--- src/rtl/cp0_unit.sv ---
// Coprocessor-0 interrupt unit: SR/Cause/EPC/PRId storage, IP sampling with
// per-line sticky latching, and the single interrupt request to the core.
module cp0_unit #(
    parameter logic [31:0] PRID        = 32'h0000_3000,
    parameter logic [5:0]  STICKY_MASK = 6'b000001
) (
    input  logic        clk,
    input  logic        rst,
    input  logic        we,
    input  logic [4:0]  cp0_addr,
    input  logic [31:0] din,
    output logic [31:0] dout,
    input  logic [29:0] pc,
    input  logic [5:0]  hwint,
    input  logic        exl_set,
    input  logic        exl_clr,
    output logic        int_req,
    output logic [29:0] epc_out
);

    localparam logic [4:0] ADDR_SR    = 5'd12;
    localparam logic [4:0] ADDR_CAUSE = 5'd13;
    localparam logic [4:0] ADDR_EPC   = 5'd14;
    localparam logic [4:0] ADDR_PRID  = 5'd15;

    logic [5:0]  im_q,  im_d;
    logic        ie_q,  ie_d;
    logic        exl_q, exl_d;
    logic [5:0]  ip_q,  ip_d;
    logic [29:0] epc_q, epc_d;

    logic        wr_sr_s;
    logic        wr_cause_s;
    logic        wr_epc_s;
    logic [5:0]  ip_clr_s;

    // Write decode and next-state selection for all CP0 registers.
    always_comb begin
        wr_sr_s    = we & (cp0_addr == ADDR_SR);
        wr_cause_s = we & (cp0_addr == ADDR_CAUSE);
        wr_epc_s   = we & (cp0_addr == ADDR_EPC);

        // Writing 0 to an IP bit clears it; only sticky bits hold state to clear.
        ip_clr_s = {6{wr_cause_s}} & ~din[15:10];
        ip_d     = hwint | (ip_q & ~ip_clr_s & STICKY_MASK);

        if (wr_sr_s) begin
            im_d = din[15:10];
            ie_d = din[0];
        end else begin
            im_d = im_q;
            ie_d = ie_q;
        end

        // Exception entry outranks eret, which outranks a software EXL write.
        if (exl_set) begin
            exl_d = 1'b1;
        end else if (exl_clr) begin
            exl_d = 1'b0;
        end else if (wr_sr_s) begin
            exl_d = din[1];
        end else begin
            exl_d = exl_q;
        end

        if (exl_set) begin
            epc_d = pc;
        end else if (wr_epc_s) begin
            epc_d = din[31:2];
        end else begin
            epc_d = epc_q;
        end
    end

    // State registers with synchronous active-high reset.
    always_ff @(posedge clk) begin
        if (rst) begin
            im_q  <= 6'b000000;
            ie_q  <= 1'b0;
            exl_q <= 1'b0;
            ip_q  <= 6'b000000;
            epc_q <= 30'h0000_0000;
        end else begin
            im_q  <= im_d;
            ie_q  <= ie_d;
            exl_q <= exl_d;
            ip_q  <= ip_d;
            epc_q <= epc_d;
        end
    end

    // mfc0 read mux; unmapped addresses read zero.
    always_comb begin
        case (cp0_addr)
            ADDR_SR:    dout = {16'h0000, im_q, 8'h00, exl_q, ie_q};
            ADDR_CAUSE: dout = {16'h0000, ip_q, 10'h000};
            ADDR_EPC:   dout = {epc_q, 2'b00};
            ADDR_PRID:  dout = PRID;
            default:    dout = 32'h0000_0000;
        endcase
    end

    // Request derives from registered state only, so hwint never reaches it combinationally.
    assign int_req = (|(ip_q & im_q)) & ie_q & ~exl_q;
    assign epc_out = epc_q;

endmodule

--- config.mk ---
export PLATFORM = sky130hd
export DESIGN_NAME = cp0_unit
export DESIGN_NICKNAME = d
export VERILOG_FILES = /design/src/rtl/cp0_unit.sv
export SDC_FILE = /design/constraint.sdc
export NUM_CORES = 1
export LEC_CHECK = 0
export ABC_CLOCK_PERIOD_IN_PS = 1100
export CAP_MARGIN = 20
export CORE_ASPECT_RATIO = 1.2
export CORE_MARGIN = 4
export CORE_UTILIZATION = 30
export CTS_CLUSTER_DIAMETER = 100
export DETAILED_ROUTE_END_ITERATION = 10
export PLACE_DENSITY = 0.66
export REMOVE_ABC_BUFFERS = 1
export SYNTH_ARGS = -nofsm -noshare
export SYNTH_HDL_FRONTEND = slang
export SYNTH_SLANG_ARGS = --single-unit
--- constraint.sdc ---
create_clock -name clk -period 1.1 [get_ports clk]
set_input_delay 0.165 -clock clk [delete_from_list [all_inputs] [get_ports clk]]
set_output_delay 0.165 -clock clk [all_outputs]
set_load 0.01 [all_outputs]
After elaboration in Yosys (flattened, before gate mapping)
Index checks and enable logic that the tools add are counted.
W data, S select, Z words.
{"block": "totals", "register_bits": 44, "input_bits": 78, "output_inout_bits": 63, "elab_cells": 30}
{"block": "op_classes", "n_eq_ne": 4, "muxes": 6, "bitwise_logic": 12, "n_reduce_logical": 3}
{"operator": "$pmux W32 S4", "n": 1}
{"operator": "$mux W30", "n": 2}
{"operator": "$eq A5 B4 Y1 const B", "n": 4}
{"operator": "$and A1 B1 Y1", "n": 7}
{"operator": "$and A6 B6 Y6", "n": 1}
{"operator": "$or A6 B1 Y6", "n": 1}
{"operator": "$reduce_or A6 Y1", "n": 1}
{"operator": "$mux W1", "n": 3}
{"operator": "$not A1 Y1", "n": 3}
{"operator": "$reduce_bool A3 Y1", "n": 1}
{"operator": "$reduce_bool A2 Y1", "n": 1}

Longest topological paths before layout
Gate-level depths: netlist (run 1).
{"block": "depth", "ltp_word": 6, "mapped_depth": 5, "mapped_depth_nobuf": 3}

Worst setup path before layout (run 1)
No wires, ideal clock.
{"block": "synth_path", "path_kind": "in2out", "from": "in cp0_addr[4]", "to": "out dout[1]", "t_arrival_ps": 1133, "required_ps": 935, "slack_ps": -198, "path_stages": 4, "cell_sequence": "nand3b_1 > buf_4 > buf_2 > nor4b_1"}
{"block": "synth_between", "elab_chain_len": 2, "elab_cells_between_ends": 5, "cone_classes": "eq/ne (4); mux (1)"}
{"element": "start: declaration", "line": "10", "source": "input logic [4:0] cp0_addr,"}
{"element": "$eq A5 B4 Y1", "line": "94", "source": "case (cp0_addr)"}
{"element": "$pmux W32 S4 (*)", "line": "94"}
{"element": "end: declaration", "line": "12", "source": "output logic [31:0] dout,"}
Mark *: on every way between the ends. The rest lies on a longest branch, timed or not.

Worst setup path in the final report (run 1)
{"block": "layout_path", "from": "in cp0_addr[4]", "to": "out dout[2]"}
Same word-level chain as after synthesis.

==> qor.yml, run 1 <==
status: "complete, but fails checks"
failed_checks: "setup timing"
multiInputGateArea_mm2: 0.002021
drive_above_1_share: 0.5720
insertion_delay_ps: 290
dp.final_hpwl_um: 6258
use_met3: 0.04755
vias: 2985
ir_drop_v: 0.0005312
internal_power_w: 0.002899
min_path_type: "input port to flop"
cts_tree: "yes"
synth_edf_count: 0
startpoint_type: "input port"
yosys_warnings: 0
cts.clk_slew.worst_paths_ps: 90
grt_busiest_layer: "met2"
timing.hold.ws_ps: 207.0
clkSinkCount: 44
vias_per_cell: 5.330
powerDensity_mw_per_mm2: 797.8
required_ps: 940
syn_area_mm2: 0.002474
n_antenna_cell: 0
worstMarginPinSlew_ps: 284.5
nNetsFinal: 542
grt_max_degree: 49
path_max_fanout: 6
p_seq_frac: 0.434
yosysSeqAreaShare: 0.3561
wl_per_cell_um: 18.51
grt_first_pass_wirelength_um: 15460
arrival_ps: 1410
fillers: 679
async_flop_share: 0
gp_congestion: 0.7454
synth_ff_type: "dfxtp_1"
fin_cells: 560
fin_tns_setup_ps: -13080
critPathCaptureType: "output pin"
grt-ovfl-total: 0
areaGrowthSynthToFinish_pct: 108.4
slew_headroom: 0.8086
numPortBuffers: 140
cts-root-buf: "clkbuf_8"
ys_types: 31
drv_slew: 0
synthTopCellsByArea: "dfxtp_1, nor4_1, a211oi_1"
fmax_mhz: 634.2
yosysMostFrequentCell: "nor4_1"
setup_viol: 63
p_total_w: 0.004114
pwr-share-clk: 0.267
yosysTopAreaCellShare: 0.3561
die_area_mm2: 0.009768
htreeDepth: 2
cts_inserted_buffers: 5
grt_util_met2: 0.3524
yosysTopAreaCell: "dfxtp_1"
p_switching_w: 0.001215
grt_usage: 0.1953
initial_core_util: 0.3068
place_inst: 531
fp.coreArea_mm2: 0.008063
die_h_um: 107.5
synth_cells: 297
worstSetupPathType: "input port to output pin"
timing_hold_violations_final: 0
antenna_found_initial: 0
dieWidth_um: 90.89
dr.pass1.iters: 4
post-route-period-util: 1.433
grt_setup_unrepaired: "yes"
drcViolationCount: 0
p_sw_frac: 0.2952
ys_top_cells_by_count: "nor4_1, dfxtp_1, nor2b_1"
first_iter_violations: 78
finalClockSkew_ps: 0
ant_nets: 0
clockBufferDepth: 2
leakagePower_nw: 1.920
drv_cap: 0
regArea_um2: 924.6
hold_buffers: 0
rows: 36
io_pins: 141
p_comb_frac: 0.298
synth-seq-cells: 44
syn_avg_cell_area_um2: 8.329
min_period_ps: 1577
setup_ws_ps: -476.8
grt_use_met1: 0.2356
wl_um: 10360
grt_pass1_vias: 3028
-- through the flow --
step | setup WS [ps] | area, µm² | utilization
floorplan | -1173 | 2285 | -
global placement | -990.6 | 4138 | 0.5132
detailed placement | -1019 | 4138 | 0.5132
CTS | -424.0 | 4624 | 0.5736
global route | -507.7 | 5156 | 0.6395
finish | -476.8 | 5156 | 0.6395
-- power groups by stage --
stage	clock [W]	combinational (W)	sequential (W)
2_1_floorplan	0	0.000245	0.00182
3_3_place_gp	0	0.000985	0.00179
3_5_place_dp	0	0.000996	0.00179
4_1_cts	0.00112	0.00107	0.00178
5_1_grt	0.00119	0.00131	0.00180
6_report	0.00110	0.00123	0.00179
-- cell families after synthesis --
logic type	Yosys count	share of synthesized area
buffers and inverters	38	0.08093
and+or+nand+nor	152	0.3849
AOI/OAI and AO/OA	57	0.1528
muxes	6	0.02529
DFF	44	0.3561
-- critical path: stages --
cell      delay [ps]
buf_6             90
nand3b_1         200
buf_6            160
nor3b_4          180
buf_6            150
buf_12           120
buf_16           110
and2_4           140
buf_6            100
-- cells in the final DEF (no fill, tap or decap), drive strengths merged, types with 3 or more instances in the layout --
cell type	count
a211oi	30
clkdlybuf4s50	69
or2	4
nor2b	36
nor4	61
nand2	4
a21oi	12
o21ai	8
nand3	9
nor3b	4
and2	24
clkdlybuf4s15	13
buf	101
a22oi	3
clkbuf	18
mux2i	4
dfxtp	44
inv	3
-- repair_timing --
item	CTS	global route
setup buffers	9	8
resized for setup	349	130
endpoints found under the setup margin	102	90
pin swaps	57	29
gates cloned	6	2
-- final cells by class --
| class | instances | share of cell area |
|---|---|---|
| Timing Repair Buffer | 195 | 0.3853 |
| Sequential cell | 44 | 0.1793 |
| Clock buffer | 7 | 0.01674 |
| Multi-Input combinational cell | 215 | 0.3919 |
| Inverter | 3 | 0.002184 |
| Tap cell | 95 | 0.02305 |
| Clock inverter | 1 | 0.001456 |
-- path summary, 6_finish.rpt --
kind | start | end | slack [ps] | depth (start not counted)
max | cp0_addr[4] | dout[2] | -480 | 9
min | rst | ip_q[5]$_SDFF_PP0_ | 210 | 2
min reg2reg | im_q[1]$_SDFFE_PP0P_ | im_q[1]$_SDFFE_PP0P_ | 470 | 2
max reg2reg | epc_out[12]$_SDFFE_PP0P_ | epc_out[12]$_SDFFE_PP0P_ | 200 | 3
-- routing by layer --
metal	vias to the layer above	part of all wire
met5	-	0
met4	0	0.010
met2	83	0.54
met3	10	0.048
met1	1447	0.40
li1	1445	-
-- state kept, by name, summed over array words and instances, names as in the netlist --
signal and cells:
exl_q 1, ie_q 1, im_q 6, epc_out 30
ip_q 6
No activity file was read; power rests on OpenSTA's default activity.
==> run 2, diff against run 1 <==
Settings changed: GPL_ROUTABILITY_DRIVEN set to 0.
==> results of run 2 <==
No change in the layout: final DEF, timing and power equal those of run 1.
